<file path="config.mk">
export PLATFORM = sky130hd
export DESIGN_NAME = i2c_master
export DESIGN_NICKNAME = d
export VERILOG_FILES = /design/src/rtl/i2c_master.sv
export SDC_FILE = /design/constraint.sdc
export NUM_CORES = 1
export LEC_CHECK = 0
export ABC_AREA = 1
export CAP_MARGIN = 20
export CORE_UTILIZATION = 37
export CTS_CLUSTER_SIZE = 8
export DETAILED_ROUTE_END_ITERATION = 8
export GPL_TIMING_DRIVEN = 0
export SYNTH_ARGS = -nofsm -noshare
export SYNTH_HDL_FRONTEND = slang
export SYNTH_SLANG_ARGS = --single-unit
export TNS_END_PERCENT = 30
</file>
<file path="constraint.sdc">
create_clock -name clk -period 2.5 [get_ports clk]
set_clock_uncertainty 0.1 [all_clocks]
set_input_delay 0.5 -clock clk [delete_from_list [all_inputs] [get_ports clk]]
set_output_delay 0.5 -clock clk [all_outputs]
set_load 0.005 [all_outputs]
</file>
<file path="src/rtl/i2c_master.sv">
// i2c_master: single-byte I2C master. One transaction per accepted start:
// START, {dev_addr, rw}, ACK, one data byte (write or read), ACK/NACK, STOP.
// Ports:
//   clk, rst_n          system clock, async active-low reset
//   start               one-cycle request, honoured only in IDLE
//   rw                  0 = write wdata, 1 = read one byte
//   dev_addr[6:0]       target address
//   wdata[7:0]          byte to write
//   sda_in              bus SDA level, synchronous to clk
//   scl                 SCL output (idle 1)
//   sda_out             SDA drive, 1 = release, 0 = pull low (idle 1)
//   busy                cycle after accept through the done cycle
//   done                one-cycle completion pulse
//   ack_err             NACK seen on address or write data (valid from done)
//   rdata[7:0]          byte read on the last successful read
module i2c_master #(
    parameter int unsigned CLK_DIV = 500
) (
    input  logic       clk,
    input  logic       rst_n,
    input  logic       start,
    input  logic       rw,
    input  logic [6:0] dev_addr,
    input  logic [7:0] wdata,
    input  logic       sda_in,
    output logic       scl,
    output logic       sda_out,
    output logic       busy,
    output logic       done,
    output logic       ack_err,
    output logic [7:0] rdata
);

    localparam int unsigned Q  = CLK_DIV / 4;
    localparam int unsigned QW = (Q > 1) ? $clog2(Q) : 1;

    typedef enum logic [3:0] {
        S_IDLE,
        S_START,
        S_ADDR,
        S_ADDR_ACK,
        S_WR,
        S_WR_ACK,
        S_RD,
        S_RD_NACK,
        S_STOP
    } state_e;

    state_e          state_q, state_d;
    logic [QW-1:0]   qcnt_q, qcnt_d;
    logic [1:0]      phase_q, phase_d;
    logic [2:0]      bit_q, bit_d;
    logic [7:0]      abyte_q, abyte_d;
    logic [7:0]      wdata_q, wdata_d;
    logic [7:0]      shift_q, shift_d;
    logic            nack_q, nack_d;
    logic            scl_q, scl_d;
    logic            sda_q, sda_d;
    logic            busy_q, busy_d;
    logic            done_q, done_d;
    logic            ack_err_q, ack_err_d;
    logic [7:0]      rdata_q, rdata_d;

    logic            q_last;
    logic [1:0]      last_phase;
    logic            sample;
    logic            slot_end;

    // State and output registers
    always_ff @(posedge clk or negedge rst_n) begin
        if (!rst_n) begin
            state_q   <= S_IDLE;
            qcnt_q    <= '0;
            phase_q   <= 2'd0;
            bit_q     <= 3'd7;
            abyte_q   <= 8'h00;
            wdata_q   <= 8'h00;
            shift_q   <= 8'h00;
            nack_q    <= 1'b0;
            scl_q     <= 1'b1;
            sda_q     <= 1'b1;
            busy_q    <= 1'b0;
            done_q    <= 1'b0;
            ack_err_q <= 1'b0;
            rdata_q   <= 8'h00;
        end else begin
            state_q   <= state_d;
            qcnt_q    <= qcnt_d;
            phase_q   <= phase_d;
            bit_q     <= bit_d;
            abyte_q   <= abyte_d;
            wdata_q   <= wdata_d;
            shift_q   <= shift_d;
            nack_q    <= nack_d;
            scl_q     <= scl_d;
            sda_q     <= sda_d;
            busy_q    <= busy_d;
            done_q    <= done_d;
            ack_err_q <= ack_err_d;
            rdata_q   <= rdata_d;
        end
    end

    // Next state, counters, and next-cycle bus levels
    always_comb begin
        state_d   = state_q;
        qcnt_d    = qcnt_q;
        phase_d   = phase_q;
        bit_d     = bit_q;
        abyte_d   = abyte_q;
        wdata_d   = wdata_q;
        shift_d   = shift_q;
        nack_d    = nack_q;
        ack_err_d = ack_err_q;
        rdata_d   = rdata_q;
        done_d    = 1'b0;
        scl_d     = 1'b1;
        sda_d     = 1'b1;

        q_last = (qcnt_q == QW'(Q - 1));
        case (state_q)
            S_START: last_phase = 2'd1;
            S_STOP:  last_phase = 2'd2;
            default: last_phase = 2'd3;
        endcase
        // SCL-high midpoint: last cycle of phase C
        sample   = q_last && (phase_q == 2'd2);
        slot_end = q_last && (phase_q == last_phase);

        if (state_q == S_IDLE) begin
            qcnt_d  = '0;
            phase_d = 2'd0;
            // done_q blocks a start arriving in the done cycle
            if (start && !done_q) begin
                state_d   = S_START;
                abyte_d   = {dev_addr, rw};
                wdata_d   = wdata;
                nack_d    = 1'b0;
                ack_err_d = 1'b0;
                bit_d     = 3'd7;
            end
        end else begin
            qcnt_d = q_last ? '0 : qcnt_q + QW'(1);
            if (q_last) begin
                phase_d = phase_q + 2'd1;
            end
            if (sample) begin
                case (state_q)
                    S_ADDR_ACK, S_WR_ACK: if (sda_in) nack_d = 1'b1;
                    S_RD:                 shift_d = {shift_q[6:0], sda_in};
                    default:              ;
                endcase
            end
            if (slot_end) begin
                phase_d = 2'd0;
                case (state_q)
                    S_START: begin
                        state_d = S_ADDR;
                        bit_d   = 3'd7;
                    end
                    S_ADDR: begin
                        if (bit_q == 3'd0) state_d = S_ADDR_ACK;
                        else               bit_d   = bit_q - 3'd1;
                    end
                    S_ADDR_ACK: begin
                        bit_d = 3'd7;
                        if (nack_q)          state_d = S_STOP;
                        else if (abyte_q[0]) state_d = S_RD;
                        else                 state_d = S_WR;
                    end
                    S_WR: begin
                        if (bit_q == 3'd0) state_d = S_WR_ACK;
                        else               bit_d   = bit_q - 3'd1;
                    end
                    S_WR_ACK: state_d = S_STOP;
                    S_RD: begin
                        if (bit_q == 3'd0) state_d = S_RD_NACK;
                        else               bit_d   = bit_q - 3'd1;
                    end
                    S_RD_NACK: state_d = S_STOP;
                    S_STOP: begin
                        state_d   = S_IDLE;
                        done_d    = 1'b1;
                        ack_err_d = nack_q;
                        if (abyte_q[0] && !nack_q) rdata_d = shift_q;
                    end
                    default: state_d = S_IDLE;
                endcase
            end
        end

        // Bus levels depend only on the slot, so SDA is stable across a bit
        case (state_d)
            S_IDLE: begin
                scl_d = 1'b1;
                sda_d = 1'b1;
            end
            S_START: begin
                scl_d = 1'b1;
                sda_d = 1'b0;
            end
            S_ADDR: begin
                scl_d = phase_d[1];
                sda_d = abyte_q[bit_d];
            end
            S_WR: begin
                scl_d = phase_d[1];
                sda_d = wdata_q[bit_d];
            end
            S_ADDR_ACK, S_WR_ACK, S_RD, S_RD_NACK: begin
                scl_d = phase_d[1];
                sda_d = 1'b1;
            end
            S_STOP: begin
                scl_d = (phase_d != 2'd0);
                sda_d = (phase_d == 2'd2);
            end
            default: begin
                scl_d = 1'b1;
                sda_d = 1'b1;
            end
        endcase

        busy_d = (state_d != S_IDLE) || done_d;
    end

    assign scl     = scl_q;
    assign sda_out = sda_q;
    assign busy    = busy_q;
    assign done    = done_q;
    assign ack_err = ack_err_q;
    assign rdata   = rdata_q;

endmodule

</file>
# After elaboration in Yosys (flattened, before gate mapping)
# Index checks and enable logic that the tools add are counted.
# op_classes
mux	37
mul	0
div	0
reduce_logical	26
order_cmp	1
shifts	0
n_addsub	3
n_bitwise	1
eq_ne	21
# ops
operator	n
$eq 4x3->1 const B	8
$mux 4	7
$pmux 4 s6	1
$eq 4x2->1 const B	4
$mux 7	2
$mux 1	13
$mux 3	4
$reduce_bool 2->1	6
$eq 4x1->1 const B	2
$eq 4x4->1 const B	2
$mux 2	4
$reduce_and 4->1	2
$add 7x1->7 const B	1
$eq 7x7->1 const B	1
$bmux 1 s3	2
$pmux 3 s2	1
$reduce_and 3->1	2
$reduce_or 2->1	3
$reduce_or 6->1	1
$eq 2x2->1 const B	2
$logic_and 1x1->1	4
$logic_not 4->1	1
$lt 3x4->1 const B	1
$pmux 1 s4	1
13 further kinds	14
# word_totals
ram_bits	0
in_bits	20
wordCells	103
rom_bits	0
latchBits	0
output_inout_bits	13
mem_count	0
ff_bits	54

# Logic depth before layout (Yosys ltp)
# depth
depth_word	9
depth_mapped	15

# Worst setup path after synthesis
# Ideal clock, no wire load.
# synth_path
path_type	reg2reg
startpoint	reg qcnt_q[0]
endpoint	reg sda_q, in the netlist sda_out
stages_incl_launch_ff	14
arrival_ns	1.850
path_slack_ns	0.467
path_buffers	0
path_cell_list	dfrtp_1 -> inv_1 -> ha_1 -> nand3_1 -> nor2_2 -> nand3_4 -> nor3_4 -> nand3_4 -> nand2_4 -> nand2_1 -> nand3_1 -> nand3_1 -> nand3_1 -> nand3_1
# synth_between
elab_chain_cells	7
elab_cells_between_ends	19
# synth_lines
item	line_no	rtl
from (decl)	50	logic [QW-1:0] qcnt_q, qcnt_d;
from (signal assigned)	88	qcnt_q <= qcnt_d;
$eq 7x7->1 *	120	q_last = (qcnt_q == QW'(Q - 1));
$logic_and 1x1->1	128	slot_end = q_last && (phase_q == last_phase);
$mux 3	154	if (slot_end) begin
$mux 3	130	if (state_q == S_IDLE) begin
$bmux 1 s3, on equally long branches	208, 204	
$mux 1, on equally long branches	208, 204	
$pmux 1 s4 *	193	case (state_d)
via sda_d	58	logic sda_q, sda_d;
to (signal assigned)	81	sda_q <= 1'b1;
to (signal assigned)	96	sda_q <= sda_d;
to (decl)	58	
# Mark *: on every way through the listed nets, which the timed path passes. The rest lies on a longest branch. The select of a mux whose other input is x is not followed.
# A chain may end at the register's enable or synchronous reset.

# Final worst setup path
# layout_path
startpoint	reg state_q[0]
endpoint	reg sda_q, in the netlist sda_out
# layout_between
elab_cells_between_ends	37
# layout_lines
item	line_no	rtl
from (decl)	49	state_e state_q, state_d;
from (signal assigned)	87	state_q <= state_d;
$eq 4x4->1 or $eq 4x1->1 (tied branches)	121, 156	
$pmux 2 s2	121	case (state_q)
$eq 2x2->1	128	
$logic_and 1x1->1	128	
$mux 4	154	
$mux 4 *	130	
via state_d[2]	49	
$eq 4x4->1 (tied with other cells)	193	
$pmux 1 s4 *	193	
via sda_d	58	
# Marked as above.

==> impl_metrics.yaml <==
worst_setup_path:
  critPathArrivalTime_ns: 2.46
  rr_worst_depth: 14
  critical_path.cell_chain: "inv_2, nor2_4, nand2_1, nand2_1, nand3_4, nor2_8, buf_12, o21ai_2, nor2_1, nand3_1, nand2_1, nor2_1, nor2_1, nand3_1"
  worst_setup_path_end_kind: "register"
  crit_required_ns: 2.63
  r2r_setup_slack_ns: 0.17
  cpPeakStageDelay_ns: 0.48
  cp_max_fo: 6
  crit_start: "state_q[0]"
  crit_end: "sda_out"
  worstReg2RegEnd: "sda_out"
  r2r-start: "state_q[0]"
  slowest_stage: "dfrtp_1"
  crit_path_start_kind: "register"
  crit_type: "reg -> reg"
detailed_routing:
  drc_errors: 0
  vias: 2362
  first_pass_iters: 4
  vias_per_cell: 4.77
  drt_iter0_drc: 159
  wl_per_cell_um: 12.3
  postRouteAntennaNets: 0
  drt-total-wl_um: 6100
final_layout:
  diodes: 0
  instances_no_fill: 495
  drive_gt1_share_pct: 14.1
  final_nets: 420
  area_delta_synth_final_pct: 22.9
  fill_cells: 750
global_route:
  track_usage_pct: 16.5
  grt_max_degree: 34
  grt_pass1_vias: 2089
  grt_pass1_wl_um: 9940
  antenna_found_initial: 0
  grt-ovfl-total: 0
min_path:
  hold_path_class: "in -> async"
yosys:
  synth-seq-cells: 54
  postSynthAreaPerCell_sq_um: 8.09
  postSynthNetCount: 373
  synth_top_area_share_pct: 43.6
  yosysSeqAreaShare_pct: 48.2
  synth_largest_area_cell: "dfrtp_1"
  netlist_top_cells_area: "dfrtp_1, nand2_1, nand3_1, inv_1, o21ai_0"
  yosys_warnings: 0
  syn_area_sq_um: 2820
  postSynthCellCount: 348
  synth.distinct_cells: 30
timing:
  setup_viol_count_final: 0
  min_period_ns: 2.33
  worst_pin_slew_ns: 0.526
  whs_ns: 0.0518
  period_share_pct: 93.0
  timing.fmax_mhz: 430
  slew_viol_final: 0
  slew_headroom_pct: 64.9
  hold_viol_final: 0
outcome:
  status: "complete, no violations"
flow_run:
  max_cap_violations: 0
floorplan:
  placementRows: 31
  coreArea_sq_um: 7290
  dieWidth_um: 89.2
  dieHeight_um: 89.2
  start_util_pct: 38.6
  dieArea_sq_um: 7960
  io_pins: 33
cts:
  cts_tree: "built"
  cts_max_path_buffers: 2
  cts_buffers: 5
  cts_sinks: 54
  clock_latency_ns: 0.31
  cts-root-buf: "clkbuf_8"
  path_clk_slew_ns: 0.10
  h-tree-depth: 2
pwr:
  peakVddDrop_v: 0.000406
  power.total_mw: 2.05
  pwr_density_cell_nw_per_um2: 591
  leakagePower_nw: 1.61
placed_design:
  portBuffers: 32
  globalplace.congestion: 0.877
  hpwl_um: 4530
  place_inst: 480
synth_stat cells:
cell type	instances
a21oi_1	6
buf_2	1
clkbuf_1	4
dfrtp_1	49
dfstp_2	5
ha_1	5
inv_1	43
inv_2	8
mux2_2	1
nand2_1	91
nand2_2	4
nand2_4	2
nand3_1	36
nand3_2	2
nand3_4	2
nand3b_1	7
nand4_1	1
nor2_1	27
nor2_2	5
nor2_4	3
nor2_8	1
nor3_1	6
nor3_4	1
o2111ai_1	1
o211ai_1	1
o21ai_0	27
o21ai_2	3
o22ai_1	1
o31ai_1	1
xnor2_1	4
what timing repair did:
action                                  CTS  global route
endpoints found under the setup margin    5             9
pin swaps                                 0             3
resized for setup                         1             3
buffers inserted                          0             7
hold buffers                              0             0
state kept, by name, indices dropped and copies added (netlist names):
register	count
done	1
wdata_q	8
phase_q	2
sda_out	1
state_q	4
qcnt_q	7
rdata	8
scl	1
shift_q	8
ack_err	1
nack_q	1
bit_q	3
abyte_q	8
busy	1
worst min-delay path by stage:
stage	start	to	slack, ns
global placement	wdata_q[7]	wdata_q[7]	0.36
global route	rst_n	rdata[5]	0.08
CTS	rst_n	rdata[3]	0.06
floorplan	rst_n	abyte_q[0]	0.10
finish	rst_n	rdata[5]	0.05
detailed placement	abyte_q[3]	abyte_q[3]	0.37
layout make-up:
class	instances	area [sq um]	share of cell area (%)
timing repair buffer	40	400	11.6
clock inverter	2	16.3	0.470
sequential	54	1360	39.2
tap	99	124	3.58
inverter	51	191	5.53
buffer	5	20.0	0.578
multi-input combinational	238	1270	36.7
clock buffer	6	82.6	2.39
cell families after synthesis:
logic type | synth area share, %
flops | 48.2
mux | 0.400
simple gates | 32.5
compound gates | 7.87
xor+xnor | 1.24
buf+inv | 7.51
fa+ha+maj | 2.22
report_power, final:
| part | leakage (nW) | total [mW] | switching, mW | internal [mW] |
|---|---|---|---|---|
| clock network | 0.0478 | 0.520 | 0.292 | 0.228 |
| logic | 0.865 | 0.431 | 0.240 | 0.192 |
| registers | 0.693 | 1.09 | 0.0803 | 1.01 |
worst max-delay path: cells and delay by family, from the launching register on:
| kind | cells | cell delay (ns) |
|---|---|---|
| AO/OA/AOI/OAI | 1 | 0.08 |
| flip-flops | 1 | 0.48 |
| AND/OR/NAND/NOR | 11 | 1.34 |
| buffers and inverters | 2 | 0.24 |
through the flow:
stage	cell area (sq um)	setup TNS (ns)	util [%]	setup WS [ns]
2_1_floorplan	2820	0	-	0.467
3_3_place_gp	3260	-40.92	44.7	-0.814
3_5_place_dp	3270	-0.0395	44.9	-0.0216
6_report	3460	0	47.5	0.174
5_1_grt	3460	-0.00516	47.5	-0.00516
4_1_cts	3380	0	46.3	0.0382
placed cells by master, fill, tap and decap left out, drive strengths merged:
cell / n
nor3: 7
ha: 5
nand3: 40
dfstp: 5
o22ai: 1
o2111ai: 1
clkbuf: 10
a21oi: 6
o21ai: 30
nor2: 36
clkdlybuf4s50: 31
nand4: 1
clkinvlp: 1
o211ai: 1
mux2: 1
nand3b: 7
buf: 10
nand2: 97
dfrtp: 49
xnor2: 4
o31ai: 1
inv: 52
layer usage:
metal  share of wire [%]  vias to the layer above  GRT usage [%]
met5                   0                        -              0
met4                 2.0                        0           5.92
met3                 2.8                        9           3.05
met2                  48                       41           25.3
met1                  47                     1111           23.4
li1                    -                     1201              -
No activity file was read; power rests on OpenSTA's default activity.
